`config.mk`:
```
export PLATFORM = sky130hd
export DESIGN_NAME = bcd_convert_seq
export DESIGN_NICKNAME = d
export VERILOG_FILES = /design/src/rtl/bcd_convert_seq.sv
export SDC_FILE = /design/constraint.sdc
export NUM_CORES = 1
export LEC_CHECK = 0
export BUFFER_PORTS_ARGS = -buffer_cell sky130_fd_sc_hd__clkbuf_2
export CAP_MARGIN = 20
export CORE_ASPECT_RATIO = 1.4
export CORE_MARGIN = 1.5
export CORE_UTILIZATION = 35
export CTS_CLUSTER_DIAMETER = 120
export DETAILED_ROUTE_END_ITERATION = 6
export PLACE_DENSITY = 0.52
export SLEW_MARGIN = 20
export SYNTH_ARGS = -nofsm -noshare
export SYNTH_HDL_FRONTEND = slang
export SYNTH_SLANG_ARGS = --single-unit
export TNS_END_PERCENT = 20
```
`constraint.sdc`:
```
create_clock -name clk -period 2.35 [get_ports clk]
set_input_delay 0.1175 -clock clk [delete_from_list [all_inputs] [get_ports clk]]
set_output_delay 0.1175 -clock clk [all_outputs]
set_load 0.05 [all_outputs]
```
`src/rtl/bcd_convert_seq.sv`:
```
// Sequential binary-to-BCD converter (double-dabble), one input bit per clock.
// Valid/ready on both sides; optional two's-complement input and overflow flag.
module bcd_convert_seq #(
  parameter int WIDTH  = 8,
  parameter int DIGITS = 3,
  parameter bit SIGNED = 1'b0
) (
  input  logic                  clk,
  input  logic                  rst,
  input  logic                  in_valid,
  output logic                  in_ready,
  input  logic [WIDTH-1:0]      in_data,
  output logic                  out_valid,
  input  logic                  out_ready,
  output logic [4*DIGITS-1:0]   out_bcd,
  output logic                  out_neg,
  output logic                  out_ovf
);

  localparam int BW = 4 * DIGITS;
  localparam int CW = $clog2(WIDTH + 1);

  typedef enum logic [1:0] {IDLE, SHIFT, DONE} state_t;

  state_t          state_reg, state_next;
  logic [WIDTH-1:0] bin_reg;
  logic [BW-1:0]   bcd_reg;
  logic [BW-1:0]   bcd_adj;
  logic [BW-1:0]   bcd_shift;
  logic            ovf_reg;
  logic            neg_reg;
  logic [CW-1:0]   cnt_reg;

  logic            accept;
  logic            sign;
  logic [WIDTH-1:0] mag;
  logic            ovf_next;

  assign accept = (state_reg == IDLE) && in_valid && in_ready;

  // The most negative input negates to itself, which read unsigned is its magnitude.
  assign sign = SIGNED && in_data[WIDTH-1];
  assign mag  = sign ? (WIDTH'(0) - in_data) : in_data;

  generate
    for (genvar gi = 0; gi < DIGITS; gi++) begin : g_adj
      assign bcd_adj[4*gi +: 4] = (bcd_reg[4*gi +: 4] >= 4'd5) ?
                                  (bcd_reg[4*gi +: 4] + 4'd3) : bcd_reg[4*gi +: 4];
    end
  endgenerate

  assign bcd_shift = {bcd_adj[BW-2:0], bin_reg[WIDTH-1]};
  assign ovf_next  = ovf_reg | bcd_adj[BW-1];

  always_ff @(posedge clk or negedge rst) begin
    if (!rst) state_reg <= IDLE;
    else      state_reg <= state_next;
  end

  always_comb begin
    state_next = state_reg;
    case (state_reg)
      IDLE:    if (accept) state_next = SHIFT;
      SHIFT:   if (cnt_reg == CW'(1)) state_next = DONE;
      DONE:    if (out_ready) state_next = IDLE;
      default: state_next = IDLE;
    endcase
  end

  always_ff @(posedge clk or negedge rst) begin
    if (!rst) begin
      in_ready  <= 1'b0;
      out_valid <= 1'b0;
      out_bcd   <= '0;
      out_neg   <= 1'b0;
      out_ovf   <= 1'b0;
      bin_reg   <= '0;
      bcd_reg   <= '0;
      ovf_reg   <= 1'b0;
      neg_reg   <= 1'b0;
      cnt_reg   <= '0;
    end else begin
      in_ready <= (state_next == IDLE);
      case (state_reg)
        IDLE: begin
          if (accept) begin
            bin_reg <= mag;
            bcd_reg <= '0;
            ovf_reg <= 1'b0;
            neg_reg <= sign;
            cnt_reg <= CW'(WIDTH);
          end
        end
        SHIFT: begin
          bin_reg <= bin_reg << 1;
          bcd_reg <= bcd_shift;
          ovf_reg <= ovf_next;
          cnt_reg <= cnt_reg - CW'(1);
          // Result registers are written only on the final shift.
          if (cnt_reg == CW'(1)) begin
            out_bcd   <= bcd_shift;
            out_neg   <= neg_reg;
            out_ovf   <= ovf_next;
            out_valid <= 1'b1;
          end
        end
        DONE: begin
          if (out_ready) out_valid <= 1'b0;
        end
        default: ;
      endcase
    end
  end

endmodule

```
==> metrics.yaml, run 1 <==
power_and_ir_drop:
  power.total_mw: 3.54
  ir_drop_v: 0.000547
  power.leakage_nw: 1.06
  power_per_cell_area_nw_per_um2: 1590
routing:
  drt_first_pass_iters: 4
  drtAntennaViolNets: 0
  routed_wl_um: 3900
  vias: 1434
  drt_iter0_drc: 83
  drc: 0
  vias_per_cell: 5.14
  wire_per_inst_um: 14.0
clock_network:
  path_clk_slew_ns: 0.08
  worst_skew_pair.late_latency_ns: 0.30
  clock_tree.buffer_depth: 2
  cts_tree: "yes"
  numCtsBuffers: 5
  cts_htree_levels: 2
  cts_sinks: 42
  cts-resized-gates: 0
  cts.hold.buffers_added: 1
  root_buffer: "clkbuf_8"
  post_cts_buffers: 0
sta:
  worst_pin_slew_ns: 0.673
  worst_slack_ns: 0.641
  min_period_ns: 1.71
  fin_skew_ns: 0.00701
  finalHoldViolCount: 0
  fin_tns_setup_ns: 0
  post-route-period-util_pct: 72.7
  rsz0062_at_grt: "no"
  max_freq_ghz: 0.585
  setup_violations: 0
  finalMaxSlewViolations: 0
  slew-limit-headroom_pct: 54.9
synth:
  synth_area_per_cell_um2: 10.6
  synthFlopType: "dfrtp_1"
  ys_ff_latch: 42
  synthArstFlopShare_pct: 100
  synth_edf_count: 0
  synthDistinctLibCells: 32
  synth_largest_area_cell: "dfrtp_1"
  postSynthCellCount: 183
  mappedNetlistArea_um2: 1940
  yosysMostFrequentCell: "dfrtp_1"
  ys_top_cells_by_count: "42 x dfrtp_1, 25 x nand2_1, 18 x o21ai_0"
  synth_nets: 203
  synth.area.top_cells: "dfrtp_1 54%, ha_1 5.2%, nand2_1 4.8%"
  yosysSeqAreaShare_pct: 54.3
  synth_top_area_share_pct: 54.3
  yosys_warnings: 0
worst_setup_path:
  critPathMaxFanout: 5
  cp-start-kind: "flip-flop"
  crit_type: "flip-flop to flip-flop"
  worstPathRequired_ns: 2.58
  ff2ff_setup_slack_ns: 0.64
  crit_arrival_ns: 1.94
  critPathCaptureType: "flip-flop"
  reg2regPathDepth: 6
  timing.rr.start: "bcd_reg[0]$_DFFE_PN0P_"
  regToRegEndpoint: "out_bcd[2]$_DFFE_PN0P_"
layout:
  fin_cells: 279
  diodes: 0
  num-nets-final: 232
  drive_gt1_share_pct: 20.7
  n_fill_cell: 533
  syn_to_final_growth_pct: 15.1
placed_design:
  place_ws_ns: 0.613
  io_buffers: 26
  gp_congestion: 0.805
  dp.cells: 270
  dpl.hpwl_um: 2770
global_route:
  grt_pass1_vias: 1498
  grt_pass1_wl_um: 6910
  antenna_found_initial: 0
  grt_max_degree: 43
  grt_util_all_layers_pct: 15.1
  overflow: 0
die:
  placementRows: 31
  die-area_um2: 5990
  fp.coreArea_um2: 5240
  start_util_pct: 37.0
  pin_count: 28
  die_w_um: 65.9
  fp.dieH_um: 91.0
job:
  drv_cap: 0
min_path:
  min-delay-start: "in_data[0]"
  min_path_type: "input port to flip-flop"
  holdPathStages: 2
  min_to: "bin_reg[0]$_DFFE_PN0P_"
status:
  outcome: "completed"
-- final cells by class --
| type | count | area, um2 | share of cell area (%) |
|---|---|---|---|
| timing repair buffer | 30 | 163 | 7.30 |
| inverter | 9 | 33.8 | 1.52 |
| sequential | 42 | 1050 | 47.2 |
| tap | 66 | 82.6 | 3.71 |
| multi-input combinational | 124 | 807 | 36.2 |
| clock inverter | 1 | 5.00 | 0.225 |
| clock buffer | 7 | 86.3 | 3.87 |
-- per-stage QoR --
| step | hold WS [ns] | cell area [um2] | utilization, % |
|---|---|---|---|
| 2_1_floorplan | -0.178 | 1940 | - |
| 3_3_place_gp | 0.223 | 2130 | 40.6 |
| 3_5_place_dp | 0.229 | 2130 | 40.6 |
| 4_1_cts | 0.0346 | 2230 | 42.6 |
| 5_1_grt | 0.0300 | 2230 | 42.6 |
| 6_report | 0.0396 | 2230 | 42.6 |
-- per-layer routing --
layer	share of wire (%)	vias to the layer above	track usage [%]	wire length, um
met4	2.9	0	8.33	114
met5	0	-	0	0
met1	42	694	17.1	1640
li1	-	700	-	-
met3	3.8	10	3.97	148
met2	51	30	25.2	2000
-- layout by cell type (no fill, tap or decap), types with 3 or more instances in the layout --
master    count
dfrtp_1      42
clkbuf_2     26
nand2_1      25
o21ai_0      18
a21oi_1      14
inv_1         9
ha_1          8
nor3b_1       6
a22oi_1       6
clkbuf_8      6
nand2b_1      5
o22ai_1       5
o31ai_1       4
a22o_1        4
xnor2_1       3
mux2i_1       3
mux2_2        3
nor2_1        3
nor3_1        3
a32o_1        3
buf_4         3
-- how the worst max path moves through the flow --
stage | startpoint | to | depth (start not counted)
2_1_floorplan | in_ready$_DFF_PN0_ | ovf_reg$_DFFE_PN0P_ | 6
3_3_place_gp | bcd_reg[0]$_DFFE_PN0P_ | out_bcd[2]$_DFFE_PN0P_ | 6
3_5_place_dp | bcd_reg[0]$_DFFE_PN0P_ | out_bcd[2]$_DFFE_PN0P_ | 6
4_1_cts | bcd_reg[0]$_DFFE_PN0P_ | out_bcd[2]$_DFFE_PN0P_ | 6
5_1_grt | bcd_reg[4]$_DFFE_PN0P_ | out_bcd[6]$_DFFE_PN0P_ | 6
6_report | bcd_reg[0]$_DFFE_PN0P_ | out_bcd[2]$_DFFE_PN0P_ | 6
-- power by group --
group	internal (mW)	total (mW)	switching [mW]
sequential	1.05	1.27	0.221
clock	0.237	0.479	0.241
combinational	0.608	1.79	1.19
total	1.90	3.54	1.65
-- kinds of logic after synthesis --
group / synth area share, %
flops: 54.3
simple gates: 13.4
other cells: 0.194
fa+ha+maj: 5.17
mux: 4.07
xor+xnor: 1.36
buf+inv: 4.01
compound gates: 17.5
-- worst max-delay path: stages (launching register included) --
cell	delay, ns
dfrtp_1	0.40
inv_1	0.11
ha_1	0.25
nand2b_1	0.09
a21oi_1	0.27
mux2i_1	0.33
mux2_4	0.20
Power figures use the tool's default switching activity.
==> run 2, diff against run 1 <==
==> constraint.sdc (replaced) <==
create_clock -name clk -period 1.8 [get_ports clk]
set_input_delay 0.09 -clock clk [delete_from_list [all_inputs] [get_ports clk]]
set_output_delay 0.09 -clock clk [all_outputs]
set_load 0.05 [all_outputs]
==> metrics.yaml, run 2 (synthesis results as in run 1) <==
worst_setup_path:
  worstPathRequired_ns: 1.99
  crit_type: "flip-flop to flip-flop"
  cp_top_family: "multiplexers"
  crit_buf_inv: 1
  startpoint: "bcd_reg[8]$_DFFE_PN0P_"
  slowest_delay_ns: 0.40
  critPathCaptureType: "flip-flop"
  timing.rr.start: "bcd_reg[8]$_DFFE_PN0P_"
  critPathMaxFanout: 5
  crit_path_cell_trace: "inv_1 -> ha_1 -> nand2b_1 -> a21oi_1 -> mux2i_1 -> mux2_2"
  reg2regPathDepth: 6
  crit_slowest_cell: "dfrtp_1"
  cp-start-kind: "flip-flop"
  cp.depth: 6
  regToRegEndpoint: "out_bcd[10]$_DFFE_PN0P_"
  crit_arrival_ns: 1.86
  ff2ff_setup_slack_ns: 0.13
global_route:
  grt_pass1_vias: 1554
  grt_max_degree: 21
  grt_pass1_wl_um: 6960
  antenna_found_initial: 0
  overflow: 0
  grt_util_all_layers_pct: 15.3
clock_network:
  root_buffer: "clkbuf_8"
  cts_htree_levels: 2
  cts_tree: "yes"
  clock_tree.buffer_depth: 2
  post_cts_buffers: 0
  path_clk_slew_ns: 0.09
  numCtsBuffers: 5
  worst_skew_pair.late_latency_ns: 0.29
  cts_sinks: 42
die:
  pin_count: 28
  fp.coreArea_um2: 5240
  fp.dieH_um: 91.0
  placementRows: 31
  die_w_um: 65.9
  die-area_um2: 5990
  start_util_pct: 37.0
sta:
  worst_pin_slew_ns: 0.528
  rsz0062_at_grt: "no"
  finalHoldViolCount: 0
  post-route-period-util_pct: 92.7
  fin_skew_ns: 0.00904
  setup_violations: 0
  slew-limit-headroom_pct: 64.7
  max_freq_ghz: 0.599
  min_period_ns: 1.67
  fin_tns_setup_ns: 0
  finalMaxSlewViolations: 0
routing:
  drc: 0
  vias: 1458
  wire_per_inst_um: 14.5
  drtAntennaViolNets: 0
  drt_iter0_drc: 47
  routed_wl_um: 4130
  vias_per_cell: 5.12
  drt_first_pass_iters: 4
layout:
  final_common_cell: "dfrtp_1"
  drive_gt1_share_pct: 24.2
  fin_cells: 285
  num-nets-final: 238
  diodes: 0
  post-route-util_pct: 43.6
  final_cell_mix: "42 x dfrtp_1, 26 x clkbuf_2, 25 x nand2_1"
  design_area_um2: 2280
  syn_to_final_growth_pct: 18.0
placed_design:
  dpl.hpwl_um: 3060
  dp.cells: 276
  place_area_um2: 2170
  gp_congestion: 0.771
  io_buffers: 26
min_path:
  min-delay-start: "out_ready"
  min_path_type: "input port to flip-flop"
  min_to: "state_reg[1]$_DFF_PN0_"
  holdPathStages: 2
power_and_ir_drop:
  p_seq_share_pct: 35.0
  switching_share_pct: 46.3
  p_sw_mw: 2.21
  p_int_mw: 2.56
  ir_drop_v: 0.000903
  power.leakage_nw: 1.08
  p_clk_share_pct: 13.4
  comb_power_share_pct: 51.6
  power_per_cell_area_nw_per_um2: 2090
status:
  outcome: "completed"
job:
  drv_cap: 0
==> run 2: power groups by stage <==
| stage | sequential [mW] | combinational [mW] | clock [mW] |
|---|---|---|---|
| after CTS | 1.68 | 2.47 | 0.663 |
| final | 1.67 | 2.46 | 0.638 |
| after global placement | 1.66 | 2.39 | 0 |
| after detailed placement | 1.70 | 2.46 | 0 |
| after floorplan | 2.12 | 1.36 | 0 |
| after global routing | 1.73 | 2.73 | 0.707 |
==> run 2: routing by layer <==
metal  up-vias  global-route usage, %  part of all wire [%]  routed length, um
met5         -                      0                     0                  0
met4         0                   5.56                   1.2                 48
met3         4                   3.72                   2.8                115
met2        24                   27.4                    57               2360
met1       717                   16.9                    39               1600
li1        713                      -                     -                  -
==> run 2: what timing repair did <==
item,4_1_cts,5_1_grt
endpoints found under the setup margin,0,2
hold buffers,1,0
endpoints found under the hold margin,18,0
resized for setup,0,2
==> run 2: worst max path at each step <==
| stage | end | slack, ns |
|---|---|---|
| after floorplan | ovf_reg$_DFFE_PN0P_ | 0.16 |
| after global placement | out_bcd[2]$_DFFE_PN0P_ | 0.17 |
| after detailed placement | out_bcd[2]$_DFFE_PN0P_ | 0.12 |
| after CTS | out_bcd[2]$_DFFE_PN0P_ | 0.08 |
| after global routing | out_bcd[10]$_DFFE_PN0P_ | 0.02 |
| final | out_bcd[10]$_DFFE_PN0P_ | 0.13 |
==> run 2: area by class of cell <==
| class | count | area [um2] |
|---|---|---|
| fill | 547 | 2950 |
| clock inverter | 2 | 12.5 |
| multi-input combinational | 124 | 815 |
| timing repair buffer | 36 | 208 |
| sequential | 42 | 1050 |
| clock buffer | 6 | 82.6 |
| inverter | 9 | 33.8 |
| tap | 66 | 82.6 |
==> run 2: stage by stage <==
stage | setup slack [ns] | hold slack, ns | total power, mW
after global placement | 0.168 | 0.0792 | 4.05
after detailed placement | 0.116 | 0.0847 | 4.16
final | 0.131 | 0.0148 | 4.77
after global routing | 0.0170 | 0.00939 | 5.17
after CTS | 0.0802 | 0.0111 | 4.81
after floorplan | 0.159 | -0.206 | 3.48
==> run 2: worst register-to-register path, stage by stage (launching register included) <==
cell and delay (ns):
dfrtp_1 0.40, inv_1 0.12, ha_1 0.26, nand2b_1 0.09, a21oi_1 0.27, mux2i_1 0.15
mux2_2 0.27
